### config.mk
export PLATFORM = sky130hd
export DESIGN_NAME = mmio_arbiter_flat
export DESIGN_NICKNAME = d
export VERILOG_FILES = /design/src/rtl/mmio_arbiter_if.sv /design/src/rtl/mmio_arbiter.sv /design/src/flat_wrapper.sv
export SDC_FILE = /design/constraint.sdc
export NUM_CORES = 1
export LEC_CHECK = 0
export ABC_AREA = 1
export CAP_MARGIN = 15
export CORE_AREA = 5 5 204 206
export DETAILED_ROUTE_END_ITERATION = 8
export DIE_AREA = 0 0 209 211
export DONT_BUFFER_PORTS = 1
export GPL_TIMING_DRIVEN = 0
export HOLD_SLACK_MARGIN = 0.02
export MAX_ROUTING_LAYER = met4
export PLACE_DENSITY = 0.36
export SYNTH_ARGS = -nofsm -noshare
export SYNTH_HDL_FRONTEND = slang
export SYNTH_SLANG_ARGS = --single-unit
### constraint.sdc
create_clock -name clock -period 8.12 [get_ports clock]
set_clock_uncertainty 0.2 [all_clocks]
set_input_delay 1.624 -clock clock [delete_from_list [all_inputs] [get_ports clock]]
set_output_delay 1.624 -clock clock [all_outputs]
set_load 0.05 [all_outputs]
### src/rtl/mmio_arbiter_if.sv
// Request/response bundle shared by the MMIO arbiter, its two requesters (core, DMA)
// and the downstream peripheral bus.
interface mmio_arbiter_if;
  localparam int unsigned ADDR_W = 64;
  localparam int unsigned DATA_W = 64;
  localparam int unsigned SIZE_W = 2;

  // core requester (MEM stage)
  logic              core_req;
  logic              core_we;
  logic [ADDR_W-1:0] core_addr;
  logic [DATA_W-1:0] core_wdata;
  logic [SIZE_W-1:0] core_size;
  logic              flush;
  logic              core_done;
  logic              core_stall;

  // dma requester
  logic              dma_req;
  logic              dma_we;
  logic [ADDR_W-1:0] dma_addr;
  logic [DATA_W-1:0] dma_wdata;
  logic [SIZE_W-1:0] dma_size;
  logic              dma_done;

  // shared response, valid while a done pulse is high
  logic [DATA_W-1:0] rsp_rdata;
  logic              rsp_err;

  // peripheral bus
  logic              bus_req;
  logic              bus_we;
  logic [ADDR_W-1:0] bus_addr;
  logic [DATA_W-1:0] bus_wdata;
  logic [SIZE_W-1:0] bus_size;
  logic              bus_ack;
  logic              bus_err;
  logic [DATA_W-1:0] bus_rdata;

  // arbiter side: owns the peripheral bus, answers both requesters
  modport master (
    input  core_req, core_we, core_addr, core_wdata, core_size, flush,
    input  dma_req, dma_we, dma_addr, dma_wdata, dma_size,
    input  bus_ack, bus_err, bus_rdata,
    output core_done, core_stall, dma_done, rsp_rdata, rsp_err,
    output bus_req, bus_we, bus_addr, bus_wdata, bus_size
  );

  // environment side: requesters plus the peripheral
  modport slave (
    output core_req, core_we, core_addr, core_wdata, core_size, flush,
    output dma_req, dma_we, dma_addr, dma_wdata, dma_size,
    output bus_ack, bus_err, bus_rdata,
    input  core_done, core_stall, dma_done, rsp_rdata, rsp_err,
    input  bus_req, bus_we, bus_addr, bus_wdata, bus_size
  );
endinterface

### src/rtl/mmio_arbiter.sv
// Round-robin arbiter of core and DMA MMIO requests onto one peripheral bus.
// Define MMIO_TIMEOUT_EN to add a per-transaction bus watchdog of TIMEOUT_CYCLES cycles.
module mmio_arbiter #(
  parameter int unsigned TIMEOUT_CYCLES = 255
) (
  input  logic           clock,
  input  logic           reset,
  mmio_arbiter_if.master mif
);
  localparam int unsigned ADDR_W = 64;
  localparam int unsigned DATA_W = 64;
  localparam int unsigned SIZE_W = 2;

  typedef enum logic [1:0] {
    IDLE = 2'd0,
    BUSY = 2'd1,
    RESP = 2'd2
  } state_t;

  typedef struct packed {
    logic              we;
    logic [ADDR_W-1:0] addr;
    logic [DATA_W-1:0] wdata;
    logic [SIZE_W-1:0] size;
  } xfer_t;

  if (TIMEOUT_CYCLES < 1 || TIMEOUT_CYCLES > 255) begin : g_bad_timeout
    $error("mmio_arbiter: TIMEOUT_CYCLES must be within 1..255");
  end

`ifdef MMIO_TIMEOUT_EN
  localparam int unsigned      CNT_W    = 8;
  localparam logic [CNT_W-1:0] CNT_LAST = CNT_W'(TIMEOUT_CYCLES - 1);
  logic [CNT_W-1:0] cnt_q, cnt_d;
`endif

  state_t            state_q, state_d;
  logic              last_grant_q, last_grant_d;  // 0 core, 1 dma
  logic              owner_q, owner_d;            // owner of the transaction in flight
  logic              flushed_q, flushed_d;        // core transaction flushed while in flight
  logic              bus_req_q, bus_req_d;
  xfer_t             xfer_q, xfer_d;
  logic [DATA_W-1:0] rsp_rdata_q, rsp_rdata_d;
  logic              rsp_err_q, rsp_err_d;
  logic              core_done_q, core_done_d;
  logic              dma_done_q, dma_done_d;

  xfer_t core_x, dma_x, win_x;
  logic  any_req, grant_dma, win_misaligned, finish;
  logic  core_done_c;

  function automatic logic misaligned(input logic [2:0] addr_lo, input logic [SIZE_W-1:0] size);
    case (size)
      2'd0:    return 1'b0;
      2'd1:    return addr_lo[0];
      2'd2:    return |addr_lo[1:0];
      default: return |addr_lo;
    endcase
  endfunction

  // Winner selection: a lone requester wins, a tie goes to whoever did not win last.
  always_comb begin
    core_x         = '{we: mif.core_we, addr: mif.core_addr, wdata: mif.core_wdata, size: mif.core_size};
    dma_x          = '{we: mif.dma_we, addr: mif.dma_addr, wdata: mif.dma_wdata, size: mif.dma_size};
    any_req        = mif.core_req | mif.dma_req;
    grant_dma      = mif.dma_req & (~mif.core_req | ~last_grant_q);
    win_x          = grant_dma ? dma_x : core_x;
    win_misaligned = misaligned(win_x.addr[2:0], win_x.size);
  end

  // Next-state and registered-output logic.
  always_comb begin
    state_d      = state_q;
    last_grant_d = last_grant_q;
    owner_d      = owner_q;
    flushed_d    = flushed_q;
    bus_req_d    = bus_req_q;
    xfer_d       = xfer_q;
    rsp_rdata_d  = rsp_rdata_q;
    rsp_err_d    = rsp_err_q;
    core_done_d  = 1'b0;
    dma_done_d   = 1'b0;
    finish       = 1'b0;
`ifdef MMIO_TIMEOUT_EN
    cnt_d        = cnt_q;
`endif

    case (state_q)
      IDLE: begin
        if (any_req) begin
          owner_d      = grant_dma;
          last_grant_d = grant_dma;
          flushed_d    = 1'b0;
          if (win_misaligned) begin
            // Rejected locally: the bus never sees a misaligned access.
            rsp_rdata_d = '0;
            rsp_err_d   = 1'b1;
            core_done_d = ~grant_dma;
            dma_done_d  = grant_dma;
            state_d     = RESP;
          end else begin
            xfer_d    = win_x;
            bus_req_d = 1'b1;
            state_d   = BUSY;
`ifdef MMIO_TIMEOUT_EN
            cnt_d     = '0;
`endif
          end
        end
      end

      BUSY: begin
        if (mif.flush && !owner_q) flushed_d = 1'b1;
        if (mif.bus_ack) begin
          bus_req_d   = 1'b0;
          rsp_rdata_d = xfer_q.we ? '0 : mif.bus_rdata;
          rsp_err_d   = mif.bus_err;
          finish      = 1'b1;
        end
`ifdef MMIO_TIMEOUT_EN
        else if (cnt_q == CNT_LAST) begin
          bus_req_d   = 1'b0;
          rsp_rdata_d = '0;
          rsp_err_d   = 1'b1;
          finish      = 1'b1;
        end else begin
          cnt_d = cnt_q + 8'd1;
        end
`endif
        if (finish) begin
          core_done_d = ~owner_q & ~flushed_q & ~mif.flush;
          dma_done_d  = owner_q;
          state_d     = RESP;
        end
      end

      RESP: state_d = IDLE;

      default: state_d = IDLE;
    endcase
  end

  always_ff @(posedge clock or posedge reset) begin
    if (reset) begin
      state_q      <= IDLE;
      last_grant_q <= 1'b1;
      owner_q      <= 1'b0;
      flushed_q    <= 1'b0;
      bus_req_q    <= 1'b0;
      xfer_q       <= '0;
      rsp_rdata_q  <= '0;
      rsp_err_q    <= 1'b0;
      core_done_q  <= 1'b0;
      dma_done_q   <= 1'b0;
`ifdef MMIO_TIMEOUT_EN
      cnt_q        <= '0;
`endif
    end else begin
      state_q      <= state_d;
      last_grant_q <= last_grant_d;
      owner_q      <= owner_d;
      flushed_q    <= flushed_d;
      bus_req_q    <= bus_req_d;
      xfer_q       <= xfer_d;
      rsp_rdata_q  <= rsp_rdata_d;
      rsp_err_q    <= rsp_err_d;
      core_done_q  <= core_done_d;
      dma_done_q   <= dma_done_d;
`ifdef MMIO_TIMEOUT_EN
      cnt_q        <= cnt_d;
`endif
    end
  end

  // A flush landing on the response cycle itself must still kill the core's done pulse.
  assign core_done_c    = core_done_q & ~mif.flush;

  assign mif.core_done  = core_done_c;
  assign mif.core_stall = mif.core_req & ~core_done_c;
  assign mif.dma_done   = dma_done_q;
  assign mif.rsp_rdata  = rsp_rdata_q;
  assign mif.rsp_err    = rsp_err_q;
  assign mif.bus_req    = bus_req_q;
  assign mif.bus_we     = xfer_q.we;
  assign mif.bus_addr   = xfer_q.addr;
  assign mif.bus_wdata  = xfer_q.wdata;
  assign mif.bus_size   = xfer_q.size;

endmodule

### src/flat_wrapper.sv
// flat-port wrapper written by rule: the top's interface ports become plain ports
module mmio_arbiter_flat 
#(
  parameter int unsigned TIMEOUT_CYCLES = 255
)
  (clock, reset, mif_core_req, mif_core_we, mif_core_addr, mif_core_wdata, mif_core_size, mif_flush, mif_dma_req, mif_dma_we, mif_dma_addr, mif_dma_wdata, mif_dma_size, mif_bus_ack, mif_bus_err, mif_bus_rdata, mif_core_done, mif_core_stall, mif_dma_done, mif_rsp_rdata, mif_rsp_err, mif_bus_req, mif_bus_we, mif_bus_addr, mif_bus_wdata, mif_bus_size);
  mmio_arbiter_if mif_i ();
  input  logic clock;
  input  logic reset;
  input wire logic [$bits(mif_i.core_req)-1:0] mif_core_req;
  input wire logic [$bits(mif_i.core_we)-1:0] mif_core_we;
  input wire logic [$bits(mif_i.core_addr)-1:0] mif_core_addr;
  input wire logic [$bits(mif_i.core_wdata)-1:0] mif_core_wdata;
  input wire logic [$bits(mif_i.core_size)-1:0] mif_core_size;
  input wire logic [$bits(mif_i.flush)-1:0] mif_flush;
  input wire logic [$bits(mif_i.dma_req)-1:0] mif_dma_req;
  input wire logic [$bits(mif_i.dma_we)-1:0] mif_dma_we;
  input wire logic [$bits(mif_i.dma_addr)-1:0] mif_dma_addr;
  input wire logic [$bits(mif_i.dma_wdata)-1:0] mif_dma_wdata;
  input wire logic [$bits(mif_i.dma_size)-1:0] mif_dma_size;
  input wire logic [$bits(mif_i.bus_ack)-1:0] mif_bus_ack;
  input wire logic [$bits(mif_i.bus_err)-1:0] mif_bus_err;
  input wire logic [$bits(mif_i.bus_rdata)-1:0] mif_bus_rdata;
  output wire logic [$bits(mif_i.core_done)-1:0] mif_core_done;
  output wire logic [$bits(mif_i.core_stall)-1:0] mif_core_stall;
  output wire logic [$bits(mif_i.dma_done)-1:0] mif_dma_done;
  output wire logic [$bits(mif_i.rsp_rdata)-1:0] mif_rsp_rdata;
  output wire logic [$bits(mif_i.rsp_err)-1:0] mif_rsp_err;
  output wire logic [$bits(mif_i.bus_req)-1:0] mif_bus_req;
  output wire logic [$bits(mif_i.bus_we)-1:0] mif_bus_we;
  output wire logic [$bits(mif_i.bus_addr)-1:0] mif_bus_addr;
  output wire logic [$bits(mif_i.bus_wdata)-1:0] mif_bus_wdata;
  output wire logic [$bits(mif_i.bus_size)-1:0] mif_bus_size;
  assign mif_i.core_req = mif_core_req;
  assign mif_i.core_we = mif_core_we;
  assign mif_i.core_addr = mif_core_addr;
  assign mif_i.core_wdata = mif_core_wdata;
  assign mif_i.core_size = mif_core_size;
  assign mif_i.flush = mif_flush;
  assign mif_i.dma_req = mif_dma_req;
  assign mif_i.dma_we = mif_dma_we;
  assign mif_i.dma_addr = mif_dma_addr;
  assign mif_i.dma_wdata = mif_dma_wdata;
  assign mif_i.dma_size = mif_dma_size;
  assign mif_i.bus_ack = mif_bus_ack;
  assign mif_i.bus_err = mif_bus_err;
  assign mif_i.bus_rdata = mif_bus_rdata;
  assign mif_core_done = mif_i.core_done;
  assign mif_core_stall = mif_i.core_stall;
  assign mif_dma_done = mif_i.dma_done;
  assign mif_rsp_rdata = mif_i.rsp_rdata;
  assign mif_rsp_err = mif_i.rsp_err;
  assign mif_bus_req = mif_i.bus_req;
  assign mif_bus_we = mif_i.bus_we;
  assign mif_bus_addr = mif_i.bus_addr;
  assign mif_bus_wdata = mif_i.bus_wdata;
  assign mif_bus_size = mif_i.bus_size;
  mmio_arbiter #(.TIMEOUT_CYCLES(TIMEOUT_CYCLES)) u_core (.clock(clock), .reset(reset), .mif(mif_i));
endmodule
==> results.json <==
{
  "netSwitchingPower_mw": 3.29,
  "vdd_drop_max_mv": 0.145,
  "grt_pass1_wl_mm": 53.5,
  "avgSynthCellArea_um2": 9.16,
  "finalNonFillerCells": 1623,
  "setup_viol_count_final": 0,
  "crit_path_start_kind": "input port",
  "cp_max_fo": 2,
  "path_buf_inv": 0,
  "cts_hold_buf": 0,
  "die_x_um": 209,
  "grt.busiest_layer": "met2",
  "wl_mm": 37.0,
  "postCtsResizedCells": 0,
  "synth.most_common_cell": "nand2_1",
  "power_mw": 5.94,
  "synth_cell_types": 20,
  "critPathRequiredTime_ns": 6.30,
  "grt_util_met2_pct": 27.5,
  "cts_max_level": 1,
  "p_per_area_nw_per_um2": 530,
  "start_util_pct": 24.4,
  "clockBufferDepth": 3,
  "grt_antenna_before_repair": 2,
  "ys_warn_count": 0,
  "track_usage_pct": 16.4,
  "worst_slack_ns": 3.25,
  "p_leak_nw": 5.91,
  "drt_iter0_markers": 405,
  "cts.sinks": 204,
  "critPathTopFamily": "simple AND/OR/NAND/NOR gates",
  "clock_latency_ns": 0.54,
  "switching_share_pct": 55.5,
  "rsz0062_at_grt": "false",
  "avgRoutedWirePerCell_um": 22.8,
  "tightestPinTransition_ns": 1.23,
  "path_cells": "nor2_1 > nor2_1",
  "drv_slew": 0,
  "async_reset_ff_share_pct": 100,
  "min_path_type": "register to register",
  "grt_pass1_vias": 7740,
  "nets": 1411,
  "final.min_clock_period_ns": 4.87,
  "clk_pin_slew_ns": 0.06,
  "area_growth_syn_to_layout_pct": 16.5,
  "yosysTopAreaCellShare_pct": 52.8,
  "io-pin-count": 533,
  "status": "finished, final reports clean",
  "avgViaCountPerCell": 4.50,
  "cts_tree": "done",
  "end_kind": "output port",
  "synth-edff-count": 0,
  "grt_use_met3_pct": 5.58,
  "holdWs_ns": 0.281,
  "clockRootBuffer": "clkbuf_16",
  "dpl_worst_slack_ns": 3.24,
  "firstDrtPassIters": 4,
  "path_class": "input port to output port",
  "synthTopCellsByArea": "dfrtp_1 53%, mux2i_1 13%, nand2_1 11%",
  "yosys.area.top_type": "dfrtp_1",
  "stdcell_area_um2": 11200,
  "drive_above_1_share_pct": 10.3,
  "max_slew_margin_pct": 17.7,
  "seq_area_frac_synth_pct": 53.1,
  "post_cts_buffers": 0,
  "cp_common_cell": "nor2_1",
  "synth_cells": 1049,
  "hold_violations": 0,
  "std_cell_rows": 73,
  "crit_path_max_incr_delay_ns": 0.90,
  "ant_nets": 0,
  "met1_usage_pct": 18.9,
  "grt_overflow_total": 0,
  "slowest_stage": "nor2_1",
  "cp.arrival_ns": 3.05,
  "fp.dieArea_um2": 44100,
  "p_int_mw": 2.64,
  "dpl-instance-area_um2": 10300,
  "syn_nets": 1382,
  "max_cap_violations": 0,
  "grt_max_degree": 104,
  "synth-seq-cells": 204,
  "placed_cells": 1575,
  "place_hpwl_mm": 28.9,
  "ys_top_cells_by_count": "284 x nand2_1, 203 x dfrtp_1, 126 x mux2i_1, 76 x nand3_1, 74 x inv_1",
  "io_buffers": 0,
  "seq_power_share_pct": 58.3,
  "combPwrFrac_pct": 21.4,
  "vias": 7308,
  "syn_area_um2": 9610,
  "timing.setup.tns_ns": 0,
  "ys.flop_type": "dfrtp_1",
  "fin_crit_sh_pct": 60.0,
  "fmax_mhz": 205,
  "drc": 0,
  "final_util_pct": 28.4,
  "coreArea_um2": 39500,
  "cts_made_buffers": 26,
  "gp_congestion": 0.793,
  "die_height_um": 211,
  "p_clk_share_pct": 20.3
}
registers in the layout, summed over array words and instances (netlist names):
register and count:
u_core.mif.bus_wdata 64, u_core.last_grant_q 1, u_core.mif.rsp_err 1, u_core.mif.bus_we 1
u_core.mif.bus_req 1, u_core.mif.rsp_rdata 64, u_core.mif.bus_size 2, u_core.owner_q 1
u_core.mif.dma_done 1, u_core.mif.bus_addr 64, u_core.core_done_q 1, u_core.state_q 2
u_core.flushed_q 1
power groups by stage:
| stage | registers, mW | logic, mW | clock network (mW) |
|---|---|---|---|
| floorplan | 3.26 | 0.975 | 0 |
| global placement | 3.52 | 1.29 | 0 |
| detailed placement | 3.51 | 1.31 | 0 |
| CTS | 3.49 | 1.31 | 1.25 |
| global route | 3.52 | 1.46 | 1.29 |
| finish | 3.46 | 1.27 | 1.21 |
cells by family after synthesis:
| logic type | share of synthesized area (%) |
|---|---|
| AOI/OAI and AO/OA | 7.04 |
| buffers and inverters | 8.17 |
| DFF | 53.1 |
| muxes | 13.1 |
| and+or+nand+nor | 18.5 |
layer usage:
metal | vias to the layer above | wire length [um]
met4 | 0 | 763
met1 | 3481 | 14200
met5 | - | 0
met3 | 36 | 3330
met2 | 336 | 18600
li1 | 3455 | -
final timing paths:
kind                                     start                       end  slack [ns]  cells after the start
max                                  mif_flush            mif_core_stall        3.25                      2
min                        u_core.last_grant_q       u_core.last_grant_q        0.28                      2
max reg2reg                u_core.last_grant_q  u_core.mif.bus_wdata[27]        5.57                      6
min reg2reg                u_core.last_grant_q       u_core.last_grant_q        0.28                      2
max in group asynchronous                reset  u_core.mif.bus_wdata[60]        5.90                      2
min in group asynchronous                reset   u_core.mif.bus_wdata[8]        0.81                      1
cell usage in the layout, fill, tap and decap left out, drive strengths merged:
master  instances
dfrtp         203
inv            75
o32ai           1
or2             2
nor2           69
clkinv          7
o22ai           2
nand3          76
bufinv          3
dfstp           1
clkbuf         49
diode           2
buf            59
mux2i         126
nand2         292
o21ai         131
cell type report:
cell class              count  area (um^2)
fillers                  4286        28300
flip-flops and latches    204         5110
multi-input cells         699         3720
clock buffers              36          748
well taps                 525          657
plain buffers              71          504
inverters                  75          289
clock inverters            10          140
repair buffers              1         27.5
diodes                      2         5.00
worst reg2reg max path, delay by kind of cell (launching register included):
kind,cells,cell delay [ns]
buf+inv,2,0.87
simple gates,2,0.29
flops,1,0.54
compound gates,1,0.14
mux,1,0.37
Note: power is estimated with default switching activity, not from simulation.
